## src/rtl/spi_trace_rx_pkg.sv

```systemverilog
// Shared types and constants for the SPI debug trace receiver.
// Imported by the framing top and its output FIFO.
package spi_trace_rx_pkg;

    localparam int SPI_WORD_W = 32;
    localparam int ERR_CNT_W  = 8;

    typedef enum logic [2:0] {
        RESYNC,
        IDLE,
        SHIFT,
        FULL,
        BAD
    } rx_state_t;

endpackage

```

## src/rtl/sync_fifo.sv

```systemverilog
// Single-clock FIFO with a flop-backed head and a drop pulse.
// A push into a full FIFO is discarded unless a pop happens in the same cycle.
module sync_fifo
    import spi_trace_rx_pkg::*;
#(
    parameter int WIDTH = SPI_WORD_W,
    parameter int DEPTH = 8
) (
    input  logic                     clk,
    input  logic                     rst,
    input  logic                     push,
    input  logic [WIDTH-1:0]         push_data,
    input  logic                     pop,
    output logic [WIDTH-1:0]         head,
    output logic                     valid,
    output logic [$clog2(DEPTH):0]   level,
    output logic                     full,
    output logic                     drop
);

    localparam int AW = $clog2(DEPTH);
    localparam logic [AW:0] LVL_FULL = (AW+1)'(DEPTH);

    logic [WIDTH-1:0] mem [DEPTH];
    logic [AW:0]      wr_ptr;
    logic [AW:0]      rd_ptr;
    logic             do_pop;
    logic             do_push;

    assign level   = wr_ptr - rd_ptr;
    assign valid   = (level != '0);
    assign full    = (level == LVL_FULL);
    assign do_pop  = pop & valid;
    assign do_push = push & (~full | do_pop);
    assign drop    = push & full & ~do_pop;
    assign head    = mem[rd_ptr[AW-1:0]];

    // Pointer update; the extra MSB separates full from empty.
    always_ff @(posedge clk) begin
        if (rst) begin
            wr_ptr <= '0;
            rd_ptr <= '0;
        end else begin
            if (do_push) wr_ptr <= wr_ptr + 1'b1;
            if (do_pop)  rd_ptr <= rd_ptr + 1'b1;
        end
    end

    // Storage write; contents need no reset since pointers gate visibility.
    always_ff @(posedge clk) begin
        if (do_push) mem[wr_ptr[AW-1:0]] <= push_data;
    end

endmodule

```

## src/rtl/spi_trace_rx.sv

```systemverilog
// Oversampling SPI mode-0 frame receiver for one debug channel.
// Reassembles cs-framed words and queues them behind a valid/ready port.
module spi_trace_rx
    import spi_trace_rx_pkg::*;
#(
    parameter int WIDTH       = SPI_WORD_W,
    parameter int DEPTH       = 8,
    parameter int SYNC_STAGES = 2
) (
    input  logic                    clk,
    input  logic                    rst,
    input  logic                    spi_sck,
    input  logic                    spi_cs,
    input  logic                    spi_mosi,
    output logic                    out_valid,
    output logic [WIDTH-1:0]        out_data,
    input  logic                    out_ready,
    output logic [$clog2(DEPTH):0]  level,
    output logic                    frame_err,
    output logic [ERR_CNT_W-1:0]    err_count,
    output logic                    overflow
);

    localparam int CW = $clog2(WIDTH) + 1;

    logic [SYNC_STAGES-1:0] sck_sync;
    logic [SYNC_STAGES-1:0] cs_sync;
    logic [SYNC_STAGES-1:0] mosi_sync;
    logic                   sck_d;
    logic                   cs_d;
    logic                   sck_s;
    logic                   cs_s;
    logic                   mosi_s;
    logic                   sck_rise;
    logic                   cs_fall;
    logic                   cs_rise;

    rx_state_t              state;
    rx_state_t              state_d;
    logic [WIDTH-1:0]       shreg;
    logic [CW-1:0]          bitcnt;
    logic                   shift_en;
    logic                   clr_cnt;
    logic                   push_req;
    logic                   err_req;

    logic                   fifo_full;
    logic                   fifo_drop;

    assign sck_s    = sck_sync[SYNC_STAGES-1];
    assign cs_s     = cs_sync[SYNC_STAGES-1];
    assign mosi_s   = mosi_sync[SYNC_STAGES-1];
    assign sck_rise = sck_s & ~sck_d;
    assign cs_fall  = ~cs_s & cs_d;
    assign cs_rise  = cs_s & ~cs_d;

    // Synchronizers plus one edge-detect stage; cs resets low so RESYNC
    // waits for a genuine idle level before accepting a frame.
    always_ff @(posedge clk) begin
        if (rst) begin
            sck_sync  <= '0;
            cs_sync   <= '0;
            mosi_sync <= '0;
            sck_d     <= 1'b0;
            cs_d      <= 1'b0;
        end else begin
            sck_sync  <= {sck_sync[SYNC_STAGES-2:0], spi_sck};
            cs_sync   <= {cs_sync[SYNC_STAGES-2:0], spi_cs};
            mosi_sync <= {mosi_sync[SYNC_STAGES-2:0], spi_mosi};
            sck_d     <= sck_s;
            cs_d      <= cs_s;
        end
    end

    // Framing state register.
    always_ff @(posedge clk) begin
        if (rst) state <= RESYNC;
        else     state <= state_d;
    end

    // Framing decisions; cs_rise always wins over a coincident sck_rise.
    always_comb begin
        state_d  = state;
        shift_en = 1'b0;
        clr_cnt  = 1'b0;
        push_req = 1'b0;
        err_req  = 1'b0;
        unique case (state)
            RESYNC: begin
                if (cs_s) state_d = IDLE;
            end
            IDLE: begin
                if (cs_fall) begin
                    clr_cnt = 1'b1;
                    state_d = SHIFT;
                end
            end
            SHIFT: begin
                if (cs_rise) begin
                    err_req = 1'b1;
                    state_d = IDLE;
                end else if (sck_rise) begin
                    shift_en = 1'b1;
                    if (bitcnt == CW'(WIDTH - 1)) state_d = FULL;
                end
            end
            FULL: begin
                if (cs_rise) begin
                    push_req = 1'b1;
                    state_d  = IDLE;
                end else if (sck_rise) begin
                    state_d = BAD;
                end
            end
            BAD: begin
                if (cs_rise) begin
                    err_req = 1'b1;
                    state_d = IDLE;
                end
            end
            default: state_d = RESYNC;
        endcase
    end

    // Shift register, bit counter and error/overflow bookkeeping.
    always_ff @(posedge clk) begin
        if (rst) begin
            shreg     <= '0;
            bitcnt    <= '0;
            frame_err <= 1'b0;
            err_count <= '0;
            overflow  <= 1'b0;
        end else begin
            frame_err <= err_req;
            if (err_req && (err_count != '1)) err_count <= err_count + 1'b1;
            if (clr_cnt) begin
                bitcnt <= '0;
            end else if (shift_en) begin
                shreg  <= {shreg[WIDTH-2:0], mosi_s};
                bitcnt <= bitcnt + 1'b1;
            end
            if (fifo_drop & fifo_full) overflow <= 1'b1;
        end
    end

    sync_fifo #(
        .WIDTH (WIDTH),
        .DEPTH (DEPTH)
    ) u_fifo (
        .clk       (clk),
        .rst       (rst),
        .push      (push_req),
        .push_data (shreg),
        .pop       (out_ready),
        .head      (out_data),
        .valid     (out_valid),
        .level     (level),
        .full      (fifo_full),
        .drop      (fifo_drop)
    );

endmodule

```

## config.mk

```make
export PLATFORM = sky130hd
export DESIGN_NAME = spi_trace_rx
export DESIGN_NICKNAME = d
export VERILOG_FILES = /design/src/rtl/spi_trace_rx_pkg.sv /design/src/rtl/sync_fifo.sv /design/src/rtl/spi_trace_rx.sv
export SDC_FILE = /design/constraint.sdc
export NUM_CORES = 1
export LEC_CHECK = 0
export BUFFER_PORTS_ARGS = -buffer_cell sky130_fd_sc_hd__buf_4
export CORE_MARGIN = 8
export CORE_UTILIZATION = 35
export DETAILED_ROUTE_END_ITERATION = 7
export GPL_TIMING_DRIVEN = 0
export PLACE_DENSITY_LB_ADDON = 0.05
export SETUP_SLACK_MARGIN = 0.3
export SYNTH_ARGS = -nofsm -noshare
export SYNTH_HDL_FRONTEND = slang
export SYNTH_HIERARCHICAL = 1
export SYNTH_SLANG_ARGS = --single-unit
```

## constraint.sdc

```tcl
create_clock -name clk -period 10.5 [get_ports clk]
set_input_delay 1.575 -clock clk [delete_from_list [all_inputs] [get_ports clk]]
set_output_delay 1.575 -clock clk [all_outputs]
set_load 0.05 [all_outputs]
```

# --- Yosys cells after proc, flatten, opt, wreduce, memory -nomap -nowiden ---
# Memory sizes are Yosys's and may differ from the RTL's. A register that Yosys moved wholly into a read port is not among the register bits.
# Index checks and enable logic that the tools add are counted.
word_totals:
  ramBits: 256
  n_memories: 1
  inputBits: 6
  romBits: 0
  regBits: 67
  latch_bits: 0
classes:
  n_mul: 0
  n_addsub: 5
  bitwise_logic: 15
  mux: 21
  magnitude_cmp: 0
  eq_ne: 13
  n_reduce_logical: 7
  div_mod_pow: 0
  shift: 0
mem_list:
  columns: ["name", "words", "word_bits", "read_ports", "rd_clocked_by_memory_dff", "wr", "line_no", "rtl"]
  rows:
  - ["u_fifo.mem", 8, 32, 1, 1, 1, "sync_fifo.sv:24", "logic [WIDTH-1:0] mem [DEPTH];"]
ops:
  columns: ["operator", "n"]
  rows:
  - ["3-bit two-way mux", 10]
  - ["3-bit case mux with 5 select lines", 1]
  - ["1-bit two-way mux", 10]
  - ["3-bit inequality test (second input constant)", 3]
  - ["4-bit by 1-bit adder with 4-bit output (second input constant)", 2]
  - ["8-bit by 1-bit adder with 8-bit output (second input constant)", 1]
  - ["1-bit bitwise AND", 8]
  - ["8-bit inequality test (second input constant)", 1]
  - ["6-bit by 1-bit adder with 6-bit output (second input constant)", 1]
  - ["3-bit by 2-bit == test with 1-bit output (second input constant)", 2]
  - ["6-bit by 5-bit == test with 1-bit output (second input constant)", 1]
  - ["2-bit inequality test (second input constant)", 3]
  - ["1-bit NOT", 6]
  - ["6-bit AND reduction", 1]
  - ["4-bit == test (second input constant)", 1]
  - ["4-bit nonzero test", 1]
  - ["2-bit OR reduction", 2]
  - ["4-bit subtractor", 1]
  - ["3-bit by 1-bit == test with 1-bit output (second input constant)", 1]
  - ["3-bit == test (second input constant)", 1]
  - ["3-bit logical NOT", 1]
  - ["2-bit AND reduction", 1]
  - ["1-bit logical AND", 1]
  - ["1-bit bitwise OR", 1]

# --- Logic depth before layout (Yosys ltp) ---
logic_depth:
  depth_word: 7
  depth_mapped: 11
  depth_no_buf: 9

# --- Hierarchy ---
# Netlist, hierarchy kept.
modules_own_cells:
  columns: ["module", "instances", "area_per_inst_um2", "seq_area_each_um2", "cells_each"]
  rows:
  - ["sync_fifo", 1, 10279.9, 7907.6, 451]
  - ["spi_trace_rx", 1, 2235.9, 1181.1, 266]

# --- Least setup slack after synthesis ---
# Ideal clock, no wire load.
synth_path:
  path_kind: "register to register"
  startpoint: "reg u_fifo.wr_ptr[0]"
  endpoint: "mem u_fifo/mem[1][0] (netlist name) (enable)"
  slack_ns: 4.484
  path_stages_with_launch: 11
  t_arrival_ns: 5.514
  path_cell_list: "dfxtp_1 -> clkbuf_1 -> inv_1 -> ha_1 -> inv_1 -> fa_1 -> xor2_1 -> or3_1 -> buf_2 -> o31ai_1 -> nor4_1"
synth_via:
  elab_chain_cells: 7
  elab_cells_between_ends: 9
  cone_classes: "add/sub (1); eq/ne (1); mux (2); bitwise (4); reduce/logical (1)"
synth_lines:
  columns: ["element", "line_no", "rtl"]
  rows:
  - ["from (decl)", "sync_fifo.sv:25", "logic [AW:0] wr_ptr;"]
  - ["from (signal assigned)", "sync_fifo.sv:44", "if (do_push) wr_ptr <= wr_ptr + 1'b1;"]
  - ["4-bit subtractor (*)", "sync_fifo.sv:30", "assign level = wr_ptr - rd_ptr;"]
  - ["net level[2]", "spi_trace_rx.sv:18", "output logic [$clog2(DEPTH):0] level,"]
  - ["4-bit nonzero test or 4-bit == test (tied branches)", "sync_fifo.sv:31, sync_fifo.sv:32", null]
  - ["1-bit bitwise AND or 1-bit NOT (tied branches)", "sync_fifo.sv:33, sync_fifo.sv:34", null]
  - ["1-bit bitwise OR (*)", "sync_fifo.sv:34", "assign do_push = push & (~full | do_pop);"]
  - ["1-bit bitwise AND (*)", "sync_fifo.sv:34", null]
  - ["1-bit two-way mux (*)", "sync_fifo.sv:51", "if (do_push) mem[wr_ptr[AW-1:0]] <= push_data;"]
  - ["1-bit two-way mux (not written as such) (*)", "sync_fifo.sv:51", null]
  - ["to (decl)", "sync_fifo.sv:24", null]
# Mark *: on every way through the listed nets, which the timed path passes. The rest lies on a longest branch.

# --- Worst setup path after layout ---
layout_path:
  startpoint: "reg u_fifo.wr_ptr[0]"
  endpoint: "out out_valid"
layout_via:
  elab_chain_cells: 2
layout_lines:
  columns: ["element", "line_no", "rtl"]
  rows:
  - ["4-bit subtractor", "sync_fifo.sv:30", null]
  - ["4-bit nonzero test", "sync_fifo.sv:31", "assign valid = (level != '0);"]
  - ["to (decl)", "spi_trace_rx.sv:15", "output logic out_valid,"]
# Every way passes these cells.

==> impl_metrics.env <==
export IMPL_h_tree_depth=2
export IMPL_design_area_um2=14900
export IMPL_critical_path_slowest_cell="fa_1"
export IMPL_drtIter0Drc=344
export IMPL_ys_types=50
export IMPL_yosysTopAreaCellShare=0.614
export IMPL_crit_fanout=7
export IMPL_synth_most_common_cell="edfxtp_1"
export IMPL_ctsHoldBuffers=0
export IMPL_synth_top_area_cell="edfxtp_1"
export IMPL_p_leak_uw=0.00485
export IMPL_cts_sink_count=326
export IMPL_min_period_ns=4.82
export IMPL_num_fill_cells=3178
export IMPL_dr_pass1_iters=4
export IMPL_insertion_delay_ns=0.51
export IMPL_synth_area_um2=12500
export IMPL_antenna_cells=0
export IMPL_viasPerCell=4.98
export IMPL_dp_cells=1259
export IMPL_maxCapViolations=0
export IMPL_critPathKind="reg -> out"
export IMPL_syn_to_final_growth_pct=18.9
export IMPL_hold_viol_final=0
export IMPL_path_buf_inv=5
export IMPL_grt_antenna_before_repair=0
export IMPL_drive_gt1_frac=0.288
export IMPL_cp_end_kind="output port"
export IMPL_routabilityCongestion=0.770
export IMPL_required_ns=8.93
export IMPL_fp_dieW_um=205
export IMPL_drc=0
export IMPL_cts_tree="done"
export IMPL_max_stage_delay_ns=0.45
export IMPL_slew_limit_headroom=0.387
export IMPL_postSynthCellCount=717
export IMPL_fmax_ghz=0.208
export IMPL_pre_cts_slack_ns=6.22
export IMPL_worst_pin_slew_ns=0.920
export IMPL_ys_top_cells_by_count="256 x edfxtp_1, 74 x nand2_1, 70 x dfxtp_1"
export IMPL_grt_first_pass_wirelength_mm=42.5
export IMPL_portBuffers=51
export IMPL_synth_nets=731
export IMPL_setup_viol=0
export IMPL_fin_tns_setup_ns=0
export IMPL_cts_buffer_depth=3
export IMPL_ys_seq_area_frac=0.726
export IMPL_critPathArrivalTime_ns=3.24
export IMPL_nets=849
export IMPL_place_area_um2=13800
export IMPL_cts_root_buf="clkbuf_16"
export IMPL_final_max_slew_viol_count=0
export IMPL_grt_overflow=0
export IMPL_grt_util_all_layers=0.134
export IMPL_synth_ff_type="edfxtp_1"
export IMPL_yosysWarnings=6
export IMPL_start_kind="register"
export IMPL_synth_edff_count=256
export IMPL_hold_class="reg -> reg"
export IMPL_fin_skew_ns=0.0154
export IMPL_period_share=0.459
export IMPL_synth_area_leaders="edfxtp_1 61%, mux4_2 12%, dfxtp_1 11%"
export IMPL_status="completed"
export IMPL_cts_made_buffers=35
export IMPL_start_util=0.354
export IMPL_ys_ff_latch=326
export IMPL_cpLargestDelayFamily="buffers and inverters"
export IMPL_grt_pass1_vias=6966
export IMPL_ir_drop_mv=0.0900
export IMPL_die_height_um=205
export IMPL_die_area_um2=42100
export IMPL_post_cts_setup_buffers=0
export IMPL_fin_ws_ns=5.68
export IMPL_rsz0062_at_grt="no"
export IMPL_io_pin_count=53
export IMPL_drt_wl_total_mm=27.6
export IMPL_coreArea_um2=35400
export IMPL_place_hpwl_mm=18.3
export IMPL_num_rows=69
export IMPL_path_cells="clkbuf_1 -> inv_1 -> ha_1 -> inv_1 -> fa_1 -> or3_1 -> buf_2 -> or3_1 -> buf_4"
export IMPL_p_per_area_nw_per_um2=220
export IMPL_antenna_left=0
export IMPL_cts_resized=0
export IMPL_fin_cells=1321
export IMPL_grt_max_degree=29
export IMPL_post_drt_wl_per_cell_um=20.9
export IMPL_clk_pin_slew_ns=0.06
export IMPL_async_flop_share=0
export IMPL_dr_total_vias=6573
export IMPL_syn_avg_cell_area_um2=17.5
## cell usage in the layout (no fill, tap or decap), types with 9 or more instances in the layout
cell       synthesis  layout
edfxtp_1         256     256
nand2_1           74      74
dfxtp_1           70      70
mux4_2            64      64
buf_4              0      63
a21oi_1           47      47
clkbuf_1          26      41
clkbuf_16          0      37
mux2_2            32      32
nor2_1            19      19
buf_6              1      14
buf_2             12      12
nor2b_1           10      10
inv_1             10       9
## final cells by class
cell class | count | area, um^2 | area share
repair buffers | 81 | 704 | 0.0473
well taps | 461 | 577 | 0.0388
inverters | 10 | 37.5 | 0.00252
flip-flops and latches | 326 | 9090 | 0.611
clock inverters | 7 | 28.8 | 0.00193
plain buffers | 41 | 176 | 0.0119
clock buffers | 55 | 1020 | 0.0688
multi-input cells | 340 | 3250 | 0.218
## through the flow
step / utilization / hold slack, ns / total power [uW]
final: 0.420 / 0.441 / 3280
after global routing: 0.420 / 0.467 / 3410
after CTS: 0.420 / 0.442 / 3340
after detailed placement: 0.391 / 0.434 / 2190
after global placement: 0.381 / 0.420 / 2190
after floorplan: - / 0.414 / 1990
## report_power, final
part	switching, uW	internal, uW	total, uW
Sequential	5.00	1380	1390
Combinational	457	302	759
Clock	470	667	1140
Total	932	2350	3280
## metal layers
| layer | global-route usage | up-vias | wire length (um) |
|---|---|---|---|
| li1 | - | 3021 | - |
| met1 | 0.164 | 3401 | 11900 |
| met2 | 0.239 | 106 | 14300 |
| met3 | 0.0231 | 45 | 913 |
| met4 | 0.0363 | 0 | 544 |
| met5 | 0 | - | 0 |
## logic make-up (layout without fill, tap and decap cells)
family / Yosys count / in the layout / synth area share
xor+xnor: 12 / 12 / 0.00840
compound gates: 66 / 66 / 0.0317
buf+inv: 51 / 194 / 0.0171
simple gates: 154 / 154 / 0.0605
flops: 326 / 326 / 0.726
fa+ha+maj: 8 / 8 / 0.00860
mux: 100 / 100 / 0.148
## state kept, by name, summed over array words and instances, names as in the netlist, 2 cells and up, named ones only
name / flops
bitcnt: 6
cs_sync: 2
err_count: 8
mosi_sync: 2
sck_sync: 2
shreg: 32
state: 3
u_fifo/mem: 256
u_fifo/rd_ptr: 4
u_fifo/wr_ptr: 4
## worst reg2reg max path, delay by kind of cell, from the launching register on
kind | cells | cell delay (ns)
AOI/OAI and AO/OA | 1 | 0.64
adders and majority gates | 2 | 0.73
and+or+nand+nor | 2 | 0.63
buffers and inverters | 7 | 1.32
DFF | 1 | 0.34
## final timing paths
check	startpoint	end	slack [ns]	cells after the start
hold / removal	mosi_sync[1]$_SDFF_PP0_	shreg[0]$_SDFFE_PP0P_	0.44	2
setup reg to reg	u_fifo/wr_ptr[0]$_SDFFE_PP0P_	u_fifo/mem[3][20]$_DFFE_PP_	6.61	12
hold reg to reg	mosi_sync[1]$_SDFF_PP0_	shreg[0]$_SDFFE_PP0P_	0.44	2
setup / recovery	u_fifo/wr_ptr[0]$_SDFFE_PP0P_	out_valid	5.68	9
Power figures use the tool's default switching activity.
